$ cat config.mk
export PLATFORM = sky130hd
export DESIGN_NAME = word_deserializer
export DESIGN_NICKNAME = d
export VERILOG_FILES = /design/src/rtl/deser_pkg.sv /design/src/rtl/deser_out_slot.sv /design/src/rtl/word_deserializer.sv
export SDC_FILE = /design/constraint.sdc
export NUM_CORES = 1
export LEC_CHECK = 0
export BUFFER_PORTS_ARGS = -buffer_cell sky130_fd_sc_hd__buf_4
export CAP_MARGIN = 20
export CORE_MARGIN = 2
export CORE_UTILIZATION = 50
export DETAILED_ROUTE_END_ITERATION = 16
export PLACE_DENSITY_LB_ADDON = 0.15
export SYNTH_ARGS = -nofsm -noshare
export SYNTH_HDL_FRONTEND = slang
export SYNTH_SLANG_ARGS = --single-unit
$ cat constraint.sdc
create_clock -name clk -period 4 [get_ports clk]
set_input_delay 0.2 -clock clk [delete_from_list [all_inputs] [get_ports clk]]
set_output_delay 0.2 -clock clk [all_outputs]
set_load 0.1 [all_outputs]
$ cat src/rtl/deser_pkg.sv
// Shared types and sizing helpers for the serial-to-word deserializer.
// Build option: DESER_PARITY_EN appends an even-parity bit to every frame.
package deser_pkg;

    typedef enum logic [1:0] {
        S_FILL,
        S_HOLD,
        S_STALL
    } state_t;

`ifdef DESER_PARITY_EN
    localparam int PARITY_BITS = 1;
`else
    localparam int PARITY_BITS = 0;
`endif

    localparam int DEF_WIDTH = 32;
    localparam int FRAME_LEN = DEF_WIDTH + PARITY_BITS;
    localparam int CNT_W     = $clog2(FRAME_LEN + 1);

    // Frame length and counter width for an arbitrary word width.
    function automatic int frame_len(input int width);
        return width + PARITY_BITS;
    endfunction

    function automatic int cnt_w(input int width);
        return $clog2(frame_len(width) + 1);
    endfunction

endpackage

$ cat src/rtl/deser_out_slot.sv
// Single-entry output register with valid/ready semantics.
// A load in the same cycle as a drain keeps the slot full with the new data.
module deser_out_slot #(
    parameter int DW = 32
) (
    input  logic          clk,
    input  logic          rst,
    input  logic          load,
    input  logic [DW-1:0] load_data,
    input  logic          drain,
    output logic [DW-1:0] data,
    output logic          valid
);

    always_ff @(posedge clk) begin
        if (rst) begin
            valid <= 1'b0;
            data  <= '0;
        end else if (load) begin
            valid <= 1'b1;
            data  <= load_data;
        end else if (drain && valid) begin
            valid <= 1'b0;
        end
    end

endmodule

$ cat src/rtl/word_deserializer.sv
// Collects an MSB-first serial stream into WIDTH-bit words behind a valid/ready slot.
// Build option: DESER_PARITY_EN adds a trailing even-parity bit and the parity_err port.
module word_deserializer
    import deser_pkg::*;
#(
    parameter int WIDTH = 32
) (
    input  logic             clk,
    input  logic             rst,
    input  logic             ser_bit,
    input  logic             ser_valid,
    input  logic             ser_sof,
    output logic             ser_ready,
    output logic [WIDTH-1:0] word_out,
    output logic             word_valid,
    input  logic             word_ready,
    output logic             frame_err
`ifdef DESER_PARITY_EN
    ,
    output logic             parity_err
`endif
);

    localparam int FLEN = frame_len(WIDTH);
    localparam int CW   = cnt_w(WIDTH);
    localparam int DW   = WIDTH + PARITY_BITS;

    state_t           state;
    logic [WIDTH-1:0] shift;
    logic [CW-1:0]    cnt;
    logic [CW-1:0]    eff_cnt;
    logic             accept;
    logic             restart;
    logic             complete;
    logic             handshake;
    logic             slot_load;
    logic             is_parity_bit;
    logic [DW-1:0]    slot_in;
    logic [DW-1:0]    slot_q;

    assign accept    = ser_valid && ser_ready;
    assign restart   = accept && ser_sof && (cnt != '0);
    // An early start-of-frame makes the current bit position 0 again.
    assign eff_cnt   = (ser_sof && cnt != '0) ? '0 : cnt;
    assign complete  = accept && (eff_cnt == CW'(FLEN - 1));
    assign handshake = word_valid && word_ready;

`ifdef DESER_PARITY_EN
    logic pend_perr;
    logic done_perr;

    // The parity bit is not shifted in, so shift already holds the full word.
    assign is_parity_bit = (eff_cnt == CW'(WIDTH));
    assign done_perr     = (^shift) ^ ser_bit;
    assign slot_in       = (state == S_STALL) ? {pend_perr, shift} : {done_perr, shift};
    assign word_out      = slot_q[WIDTH-1:0];
    assign parity_err    = slot_q[WIDTH];

    always_ff @(posedge clk) begin
        if (rst)
            pend_perr <= 1'b0;
        else if (complete)
            pend_perr <= done_perr;
    end
`else
    assign is_parity_bit = 1'b0;
    assign slot_in       = (state == S_STALL) ? shift : {shift[WIDTH-2:0], ser_bit};
    assign word_out      = slot_q;
`endif

    assign slot_load = (state == S_STALL) ? handshake
                                          : (complete && (state == S_FILL || handshake));

    // NOTE: all state below uses non-blocking assignments so every register
    // samples the pre-edge values regardless of statement order.
    always_ff @(posedge clk) begin
        if (rst) begin
            shift     <= '0;
            cnt       <= '0;
            frame_err <= 1'b0;
        end else begin
            frame_err <= restart;
            if (accept) begin
                if (!is_parity_bit)
                    shift <= {shift[WIDTH-2:0], ser_bit};
                cnt <= complete ? '0 : eff_cnt + CW'(1);
            end
        end
    end

    // ser_ready is a registered copy of (state != S_STALL), never a function of word_ready.
    always_ff @(posedge clk) begin
        if (rst) begin
            state     <= S_FILL;
            ser_ready <= 1'b1;
        end else begin
            case (state)
                S_FILL: begin
                    if (complete)
                        state <= S_HOLD;
                end
                S_HOLD: begin
                    if (complete && !handshake) begin
                        state     <= S_STALL;
                        ser_ready <= 1'b0;
                    end else if (!complete && handshake) begin
                        state <= S_FILL;
                    end
                end
                S_STALL: begin
                    if (handshake) begin
                        state     <= S_HOLD;
                        ser_ready <= 1'b1;
                    end
                end
                default: begin
                    state     <= S_FILL;
                    ser_ready <= 1'b1;
                end
            endcase
        end
    end

    deser_out_slot #(.DW(DW)) u_slot (
        .clk       (clk),
        .rst       (rst),
        .load      (slot_load),
        .load_data (slot_in),
        .drain     (word_ready),
        .data      (slot_q),
        .valid     (word_valid)
    );

endmodule

# After elaboration in Yosys (flattened, before gate mapping)
# Cells that the tools add are included.
dict set report op_classes {
  addsub 1
  n_eq_ne 7
  mux 14
  n_bitwise 1
  reduce_logical 17
}
# op count
set op_table {}
lappend op_table {{$mux W32} 1}
lappend op_table {{$mux W6} 2}
lappend op_table {{$logic_and A1 B1 Y1} 9}
lappend op_table {{$mux W2} 4}
lappend op_table {{$add A6 B1 Y6 const B} 1}
lappend op_table {{$eq A6 B5 Y1 const B} 1}
lappend op_table {{$ne A2 B2 Y1 const B} 3}
lappend op_table {{$pmux W2 S3} 1}
lappend op_table {{$reduce_and A3 Y1} 2}
lappend op_table {{$reduce_bool A6 Y1} 1}
lappend op_table {{$mux W1} 5}
lappend op_table {{$ne A3 B3 Y1 const B} 1}
lappend op_table {{$pmux W1 S3} 1}
lappend op_table {{$eq A2 B1 Y1 const B} 1}
lappend op_table {{$eq A2 B2 Y1 const B} 1}
lappend op_table {{$logic_not A1 Y1} 2}
lappend op_table {{$logic_not A2 Y1} 1}
lappend op_table {{$reduce_bool A2 Y1} 1}
lappend op_table {{$logic_or A1 B1 Y1} 1}
lappend op_table {{$not A1 Y1} 1}
dict set report totals {
  ff_bits 75
  output_inout_bits 35
}

# Depth between registers and ports, before layout
# Gate-level depths: netlist of run 1.
dict set report depth {
  depth_word 10
  mapped_depth 10
  depth_no_buf 9
}

# Modules after synthesis
# From an unflattened synthesis of run 1, not the netlist that was laid out.
dict set report unflattened {
  cells_unflattened 351
  area_unflattened_um2 3234.4
}
# mod instances cells_per_inst area_each_um2 seq_area_each_um2
set by_module_without_submodules {}
lappend by_module_without_submodules {word_deserializer 1 243 2029.4 840.8}
lappend by_module_without_submodules {deser_out_slot 1 108 1204.9 660.6}

# Worst setup path after synthesis of run 1
# No wires, ideal clock.
dict set report synth_timing {
  path_type {flip-flop to flip-flop}
  startpoint {register u_slot.valid}
  endpoint {register u_slot.data[10]}
  setup_time_ns 0.122
  t_arrival_ns 2.256
  required_ns 3.878
  path_slack_ns 1.622
  stages_incl_launch_ff 6
  n_path_buf 1
  synth_period_minus_slack_ns 2.378
  path_cell_list {dfxtp_1 -> nand2_1 -> nor4_2 -> a2111oi_4 -> buf_6 -> a221o_1}
}
dict set report synth_via {
  elab_chain_cells 4
}
# element line
set synth_lines {}
lappend synth_lines {{start: declaration} deser_out_slot.sv:12} ;# output logic valid
lappend synth_lines {{start signal: assignment} deser_out_slot.sv:17} ;# valid <= 1'b0;
lappend synth_lines {{start signal: assignment} deser_out_slot.sv:20} ;# valid <= 1'b1;
lappend synth_lines {{start signal: assignment} deser_out_slot.sv:23} ;# valid <= 1'b0;
lappend synth_lines {{$logic_and A1 B1 Y1 *} word_deserializer.sv:46} ;# assign handshake = word_valid && word_ready;
lappend synth_lines {{$logic_or A1 B1 Y1} word_deserializer.sv:72} ;# : (complete && (state == S_FILL || handshake));
lappend synth_lines {{$logic_and A1 B1 Y1} word_deserializer.sv:72}
lappend synth_lines {{$mux W1 *} word_deserializer.sv:71} ;# assign slot_load = (state == S_STALL) ? handshake
lappend synth_lines {{end signal: assignment} deser_out_slot.sv:21} ;# data <= load_data;
lappend synth_lines {{end: declaration} deser_out_slot.sv:11} ;# output logic [DW-1:0] data,
# Mark *: on every way between the ends. The rest lies on a longest branch, timed or not.
# A chain may end at the register's enable or synchronous reset.

# Worst setup path after layout of run 1
dict set report layout_timing {
  startpoint {register cnt[0]}
  endpoint {register u_slot.data[4]}
}
dict set report layout_via {
  elab_chain_cells 7
}
# element line
set layout_lines {}
lappend layout_lines {{start: declaration} word_deserializer.sv:30} ;# logic [CW-1:0] cnt;
lappend layout_lines {{start signal: assignment} word_deserializer.sv:86} ;# cnt <= complete ? '0 : eff_cnt + CW'(1);
lappend layout_lines {{$reduce_bool A6 Y1} word_deserializer.sv:44} ;# assign eff_cnt = (ser_sof && cnt != '0) ? '0 : cnt;
lappend layout_lines {{$logic_and A1 B1 Y1} word_deserializer.sv:44}
lappend layout_lines {{$mux W6 *} word_deserializer.sv:44}
lappend layout_lines {{$eq A6 B5 Y1 *} word_deserializer.sv:45} ;# assign complete = accept && (eff_cnt == CW'(FLEN - 1));
lappend layout_lines {{$logic_and A1 B1 Y1 *} word_deserializer.sv:45}
lappend layout_lines {{$logic_and A1 B1 Y1 *} word_deserializer.sv:72}
lappend layout_lines {{$mux W1 *} word_deserializer.sv:71}
# Marks and branches as above.

==> metrics.cfg, run 1 <==
[run_status]
status=finished, final reports clean

[grt]
grt_max_degree=47
grt_first_pass_wirelength_mm=9.98
via_count_of_the_first_global_routing_pass=2142
grt.overflow.total=0
number_of_antenna_violations_at_the_first_check_in_global_routing=0
grt_use_total=0.194

[logic_synthesis]
synthFlopType=sky130_fd_sc_hd__dfxtp_1
synth_area_leader_cell=sky130_fd_sc_hd__dfxtp_1
synth_seq_cells=75
synth_top_cells_by_count=sky130_fd_sc_hd__dfxtp_1, sky130_fd_sc_hd__nand2_1, sky130_fd_sc_hd__a21oi_1, sky130_fd_sc_hd__and2_1, sky130_fd_sc_hd__a221o_1
yosysWarningCount=0
netlist_top_cells_area=sky130_fd_sc_hd__dfxtp_1, sky130_fd_sc_hd__a221o_1, sky130_fd_sc_hd__nand2_1, sky130_fd_sc_hd__and2_1, sky130_fd_sc_hd__a21oi_1
post-synth-top-area-fraction=0.498
synthesis.instances=325
ys_seq_area_frac=0.498
yosysMostFrequentCell=sky130_fd_sc_hd__dfxtp_1
netlist_area_mm2=0.00302
count_of_flip_flops_with_a_built_in_enable_after_synthesis=0
post_synth_num_cell_types=39
synth_fp_nets=333
ys_async_sr_fraction=0
synth.avg_cell_area_um2=9.28

[sta]
worst_slew_margin_rel=0.549
final_max_slew_viol_count=0
fin_setup_tns_ns=0
finalWorstPathRequiredPeriod_ns=2.39
rsz_0062_raised_after_global_routing=false
final.setup_skew_ns=0.0118
finalCritPeriodShare=0.597
worst-slew-pin-transition_ns=0.672
setup_viol=0
hold_viol_final=0
max_freq_ghz=0.419

[worst_setup_path]
worstPathArrival_ns=2.67
crit_required_ns=4.28
crit_path_max_fanout=17
end_kind=register
crit_type=reg -> reg
cp-start-kind=register

[power]
leakage_nw=1.42
vdd_drop_max_mv=0.269
design_power_total_w=0.00149
power_density_mw_per_mm2=421

[cells_and_area]
final_nets=363
multi_input_gate_area_in_the_final_layout_mm2=0.00138
drive_gt1_frac=0.196
area.sequential_mm2=0.00150
final_area_mm2=0.00354
num_antenna_cells=0
layout.cells.non_filler=433
fill_cells=514
layout-area-overhead-vs-synth_pct=17.5

[floorplan]
die_width_um=81.7
core_mm2=0.00589
fp-row-count=28
die_h_um=81.7
pin_count=41
floorplan.die_area_mm2=0.00667
effective_utilization_at_floorplan=0.512

[placed_design]
port_buffers=40
dp.final_hpwl_mm=3.68
gpl_congestion=0.775
postPlaceCellArea_mm2=0.00331
numPlacedInstances=419

[detailed_routing]
ant_nets=0
remaining_drc_errors=0
drt_pre_antenna_iters=4
first_iter_violations=157
wire_per_inst_um=13.7
drt_wl_total_mm=5.95
viasPerCell=5.38
vias=2331

[clocking]
holdBufCountCts=0
tritoncts=built
clkSlewWorstSetupHoldPaths_ns=0.07
post_cts_resized=0
ctsLongestPathBuffers=2
htree_levels=3
post-cts-setup-buffers=0
cts_buffers=9
clock_latency_reported_for_the_late_side_of_the_worst_skew_pair_ns=0.34
numClockSinks=75
root_buffer=sky130_fd_sc_hd__clkbuf_8

[worst_hold_path]
timing.hold.worst.class=in -> reg

[run]
drv.max_cap_violation_count=0

[cell type report]
cell class | instances | area share
flip-flops and latches | 75 | 0.424
multi-input cells | 223 | 0.390
repair buffers | 44 | 0.0933
clock buffers | 9 | 0.0350
clock inverters | 5 | 0.0293
well taps | 75 | 0.0265
inverters | 2 | 0.00212
[layer usage]
metal,up-vias,routed length [µm],GRT usage,share of wire
met5,-,0,0,0
met2,40,2670,0.305,0.45
met1,1067,2940,0.255,0.49
met3,9,247,0.0451,0.042
met4,0,87,0.0833,0.015
li1,1215,-,-,-
[critical path: stages, from the launching register on]
cell and delay, ns:
sky130_fd_sc_hd__dfxtp_1 0.37, sky130_fd_sc_hd__nor2b_1 0.15, sky130_fd_sc_hd__ha_1 0.27, sky130_fd_sc_hd__nand3b_4 0.14, sky130_fd_sc_hd__nor3_4 0.25, sky130_fd_sc_hd__nor3b_4 0.63, sky130_fd_sc_hd__buf_4 0.34, sky130_fd_sc_hd__a221o_1 0.17
[worst paths after layout]
path	from	slack, ns	depth (start not counted)	to
setup / recovery	cnt[0]	1.61	7	u_slot.data[4]
hold / removal	ser_bit	0.10	2	u_slot.data[0]
setup reg to reg	cnt[0]	1.61	7	u_slot.data[4]
hold reg to reg	shift[31]	0.45	2	shift[31]
[through the flow]
step                      utilization  setup WS [ns]  hold slack [ns]
final                           0.602           1.61            0.102
after global routing            0.602           1.30            0.104
after CTS                       0.602           1.56           0.0914
after detailed placement        0.563           1.59            0.445
after global placement          0.563           1.62            0.437
after floorplan                     -           1.62            0.336
[where the power goes]
| group | internal, W | switching, W | leakage (nW) |
|---|---|---|---|
| registers | 0.000750 | 0.00000400 | 0.605 |
| clock network | 0.000407 | 0.000264 | 0.115 |
| logic | 0.0000154 | 0.0000516 | 0.702 |
| total | 0.00117 | 0.000319 | 1.42 |
[flip-flops by register name, indices dropped and copies added (netlist names)]
name,cells
u_slot.data,32
cnt,6
ser_ready,1
state,2
frame_err,1
shift,32
u_slot.valid,1
[cell usage in the layout (no fill, tap or decap), drive strengths merged, types with 4 or more instances in the layout]
master,n
a21oi,41
a221o,32
a31oi,4
and2,34
buf,44
clkbuf,9
dfxtp,75
nand2,71
nand3b,4
nor2,9
o21ai,5
[kinds of logic (layout without fill, tap and decap cells)]
family | after synthesis | after routing | share of synthesized area
AND/OR/NAND/NOR | 133 | 133 | 0.234
AO/OA/AOI/OAI | 88 | 88 | 0.214
flip-flops | 75 | 75 | 0.498
buffers and inverters | 27 | 60 | 0.0456
adder cells (fa/ha/maj) | 2 | 2 | 0.00830
Note: power is estimated with default switching activity, not from simulation.
==> run 2: changes to the inputs <==
--- a/config.mk
+++ b/config.mk
@@ -5,6 +5,7 @@
 export SDC_FILE = /design/constraint.sdc
 export NUM_CORES = 1
 export LEC_CHECK = 0
+export ABC_AREA = 1
 export BUFFER_PORTS_ARGS = -buffer_cell sky130_fd_sc_hd__buf_4
 export CAP_MARGIN = 20
 export CORE_MARGIN = 2
==> constraint.sdc (replaced) <==
create_clock -name clk -period 2.3 [get_ports clk]
set_input_delay 0.115 -clock clk [delete_from_list [all_inputs] [get_ports clk]]
set_output_delay 0.115 -clock clk [all_outputs]
set_load 0.1 [all_outputs]
==> run 2 against run 1 <==
  * Global-route usage down 0.60 points
  * Non-clock buffer count up 2
  * Clock skew down 0.0013 ns
  * Setup slack worse by 1.4 ns
  * Sequential share of layout area down 3.5 points
  * Sequential power up 82%
==> metrics.cfg, run 2 <==
[sta]
finalCritPeriodShare=0.928  ; was 0.597
worst-slew-pin-transition_ns=0.564  ; was 0.672 ns
max_freq_ghz=0.469  ; was 0.419 GHz
final.setup_skew_ns=0.0105  ; was 0.0118 ns
rsz_0062_raised_after_global_routing=true  ; was false
worst_slew_margin_rel=0.624  ; was 0.549
fin_worst_hold_slack_ns=0.0291  ; was 0.102 ns
postLayoutSetupSlackWorst_ns=0.167  ; was 1.61 ns
hold_viol_final=0  ; unchanged
final_max_slew_viol_count=0  ; unchanged
finalWorstPathRequiredPeriod_ns=2.13  ; was 2.39 ns
setup_viol=0  ; unchanged

[cells_and_area]
most-common-layout-cells=sky130_fd_sc_hd__nand2_1, sky130_fd_sc_hd__nor2_1, sky130_fd_sc_hd__dfxtp_1  ; was sky130_fd_sc_hd__dfxtp_1, sky130_fd_sc_hd__nand2_1, sky130_fd_sc_hd__buf_4
layout-area-overhead-vs-synth_pct=16.4  ; was 17.5%
final_nets=484  ; was 363
post-route-util=0.605  ; was 0.602
drive_gt1_frac=0.198  ; was 0.196
final_common_cell=sky130_fd_sc_hd__nand2_1  ; was sky130_fd_sc_hd__dfxtp_1
num_antenna_cells=0  ; unchanged
reg_top3=shift: 32 flops, u_slot.data: 32 flops, cnt: 6 flops  ; unchanged

[placed_design]
dp_worst_setup_slack_ns=0.117  ; was 1.59 ns
gpl_congestion=0.884  ; was 0.775
port_buffers=40  ; unchanged
dp.final_hpwl_mm=4.02  ; was 3.68 mm

[detailed_routing]
wire_per_inst_um=11.5  ; was 13.7 µm
first_iter_violations=193  ; was 157
drt_wl_total_mm=6.43  ; was 5.95 mm
remaining_drc_errors=0  ; unchanged
vias=2755  ; was 2331
drt_pre_antenna_iters=4  ; unchanged
ant_nets=0  ; unchanged
viasPerCell=4.94  ; was 5.38

[floorplan]
fp-row-count=29  ; was 28
core_mm2=0.00639  ; was 0.00589 mm²
die_width_um=85.5  ; was 81.7 µm
die_h_um=85.5  ; was 81.7 µm
pin_count=41  ; unchanged
floorplan.die_area_mm2=0.00731  ; was 0.00667 mm²
effective_utilization_at_floorplan=0.520  ; was 0.512

[power]
net_switching_power_of_the_design_w=0.000595  ; was 0.000319 W
combinationalPowerShare=0.057  ; was 0.045
power.clock.fraction=0.426  ; was 0.450
internal-power_w=0.00206  ; was 0.00117 W
seqPwrFrac=0.517  ; was 0.505
power_density_mw_per_mm2=687  ; was 421 mW/mm²
vdd_drop_max_mv=0.405  ; was 0.269 mV
leakage_nw=1.88  ; was 1.42 nW
power.share.switching=0.224  ; was 0.214
design_power_total_w=0.00266  ; was 0.00149 W

[clocking]
root_buffer=sky130_fd_sc_hd__clkbuf_8  ; unchanged
tritoncts=built  ; unchanged
numClockSinks=75  ; unchanged
cts_buffers=9  ; unchanged
clock_latency_reported_for_the_late_side_of_the_worst_skew_pair_ns=0.34  ; about the same
clkSlewWorstSetupHoldPaths_ns=0.07  ; about the same
ctsLongestPathBuffers=2  ; unchanged
htree_levels=3  ; unchanged

[worst_setup_path]
cp-start-kind=register  ; unchanged
rr_endpoint=state[0]  ; was u_slot.data[4]
cp-endpoint=state[0]  ; was u_slot.data[4]
crit_required_ns=2.57  ; was 4.28 ns
worstPathArrival_ns=2.40  ; was 2.67 ns
crit_type=reg -> reg  ; unchanged
r2r_setup_slack_ns=0.17  ; was 1.61 ns
crit_path_start=cnt[4]  ; was cnt[0]
reg_to_reg_startpoint=cnt[4]  ; was cnt[0]
end_kind=register  ; unchanged
reg2regPathDepth=16  ; was 7
crit_path_max_fanout=5  ; was 17

[logic_synthesis]
synth_seq_cells=75  ; unchanged
count_of_flip_flops_with_a_built_in_enable_after_synthesis=0  ; unchanged
synth_area_leader_cell=sky130_fd_sc_hd__dfxtp_1  ; unchanged
synthFlopType=sky130_fd_sc_hd__dfxtp_1  ; unchanged
yosysMostFrequentCell=sky130_fd_sc_hd__nand2_1  ; was sky130_fd_sc_hd__dfxtp_1
post_synth_num_cell_types=27  ; was 39
netlist_area_mm2=0.00332  ; was 0.00302 mm²
ys_seq_area_frac=0.452  ; was 0.498
synth.avg_cell_area_um2=7.48  ; was 9.28 µm²
synth_top_cells_by_count=sky130_fd_sc_hd__nand2_1, sky130_fd_sc_hd__nor2_1, sky130_fd_sc_hd__dfxtp_1, sky130_fd_sc_hd__o21ai_0, sky130_fd_sc_hd__inv_1  ; was sky130_fd_sc_hd__dfxtp_1, sky130_fd_sc_hd__nand2_1, sky130_fd_sc_hd__a21oi_1, sky130_fd_sc_hd__and2_1, sky130_fd_sc_hd__a221o_1
ys_async_sr_fraction=0  ; unchanged
post-synth-top-area-fraction=0.452  ; was 0.498
netlist_top_cells_area=sky130_fd_sc_hd__dfxtp_1, sky130_fd_sc_hd__nand2_1, sky130_fd_sc_hd__nor2_1, sky130_fd_sc_hd__o21ai_0, sky130_fd_sc_hd__mux2i_1  ; was sky130_fd_sc_hd__dfxtp_1, sky130_fd_sc_hd__a221o_1, sky130_fd_sc_hd__nand2_1, sky130_fd_sc_hd__and2_1, sky130_fd_sc_hd__a21oi_1
yosysWarningCount=0  ; unchanged
synthesis.instances=444  ; was 325
synth_fp_nets=452  ; was 333

[grt]
number_of_antenna_violations_at_the_first_check_in_global_routing=0  ; unchanged
grt_first_pass_wirelength_mm=11.0  ; was 9.98 mm
grt_use_total=0.188  ; was 0.194
grt_max_degree=66  ; was 47
grt.overflow.total=0  ; unchanged
via_count_of_the_first_global_routing_pass=2477  ; was 2142

[worst_hold_path]
timing.hold.worst.class=in -> reg  ; unchanged

[run]
drv.max_cap_violation_count=0  ; unchanged

[run_status]
status=finished, final reports clean  ; unchanged

## run 2: cell types whose count changed in the layout (fill, tap and decap cells not counted), moves of 26 or more
cell / delta
sky130_fd_sc_hd__o21ai_0: +42
sky130_fd_sc_hd__nor2_1: +79
sky130_fd_sc_hd__and2_1: -34
sky130_fd_sc_hd__inv_1: +32
sky130_fd_sc_hd__a21oi_1: -28
sky130_fd_sc_hd__nand2_1: +26
sky130_fd_sc_hd__a221o_1: -29
## run 2: area by class of cell
| type | count | area, µm² |
|---|---|---|
| multi-input combinational | 306 | 1540 |
| fill | 591 | 2520 |
| clock inverter | 4 | 72.6 |
| timing repair buffer | 46 | 349 |
| sequential | 75 | 1500 |
| clock buffer | 12 | 155 |
| inverter | 38 | 150 |
| tap | 77 | 96.3 |
## run 2: repair_timing
item | in CTS | in global routing
hold buffers | 0 | 0
setup endpoints to repair | 0 | 27
setup buffers | 0 | 1
gates resized for setup | 0 | 6
endpoints found under the hold margin | 0 | 0
## run 2: worst min path at each step
stage | startpoint | endpoint | slack (ns) | cells after the start
global route | rst | cnt[1] | 0.03 | 2
global placement | rst | cnt[5] | 0.38 | 2
floorplan | word_ready | u_slot.valid | 0.28 | 3
finish | rst | cnt[5] | 0.03 | 2
detailed placement | rst | state[1] | 0.38 | 2
CTS | rst | state[1] | 0.02 | 2
## run 2: logic make-up (layout without fill, tap and decap cells)
kind of cell,after synthesis,in the layout,synth area share
flops,75,75,0.452
simple gates,201,201,0.242
compound gates,82,82,0.149
buf+inv,63,100,0.0859
mux,21,21,0.0633
fa+ha+maj,2,2,0.00754
## run 2: metal layers
| metal | part of all wire | vias to the layer above | GRT usage |
|---|---|---|---|
| met5 | 0 | - | 0 |
| met4 | 0.012 | 0 | 0.0866 |
| met3 | 0.042 | 7 | 0.0340 |
| met2 | 0.44 | 54 | 0.292 |
| met1 | 0.51 | 1224 | 0.254 |
| li1 | - | 1470 | - |
## run 2: per-stage QoR
step / std cells / setup TNS, ns / instance area, µm²
2_1_floorplan: 444 / 0 / 3320
3_3_place_gp: 541 / 0 / 3620
3_5_place_dp: 541 / 0 / 3620
4_1_cts: 557 / 0 / 3840
5_1_grt: 558 / -0.0206 / 3860
6_report: 558 / 0 / 3860
## run 2: critical path, stage by stage, from the launching register on
cell and delay, ns:
sky130_fd_sc_hd__dfxtp_1 0.35, sky130_fd_sc_hd__nor2_1 0.12, sky130_fd_sc_hd__nand3_1 0.10, sky130_fd_sc_hd__nand2_2 0.11
sky130_fd_sc_hd__inv_1 0.07, sky130_fd_sc_hd__nor2_1 0.09, sky130_fd_sc_hd__ha_1 0.14, sky130_fd_sc_hd__inv_1 0.06
sky130_fd_sc_hd__nor2_2 0.12, sky130_fd_sc_hd__nand3_2 0.13, sky130_fd_sc_hd__inv_2 0.08, sky130_fd_sc_hd__ha_1 0.22
sky130_fd_sc_hd__nand2_1 0.10, sky130_fd_sc_hd__nand2_1 0.07, sky130_fd_sc_hd__a21oi_2 0.13, sky130_fd_sc_hd__nand2_1 0.07
sky130_fd_sc_hd__a21oi_1 0.11
## run 2: power groups by stage
| stage | clock [W] | sequential (W) | combinational [W] |
|---|---|---|---|
| after global routing | 0.00122 | 0.00138 | 0.000180 |
| after floorplan | 0 | 0.00140 | 0.000118 |
| final | 0.00113 | 0.00137 | 0.000153 |
| after CTS | 0.00116 | 0.00137 | 0.000154 |
| after global placement | 0 | 0.00140 | 0.000151 |
| after detailed placement | 0 | 0.00140 | 0.000153 |
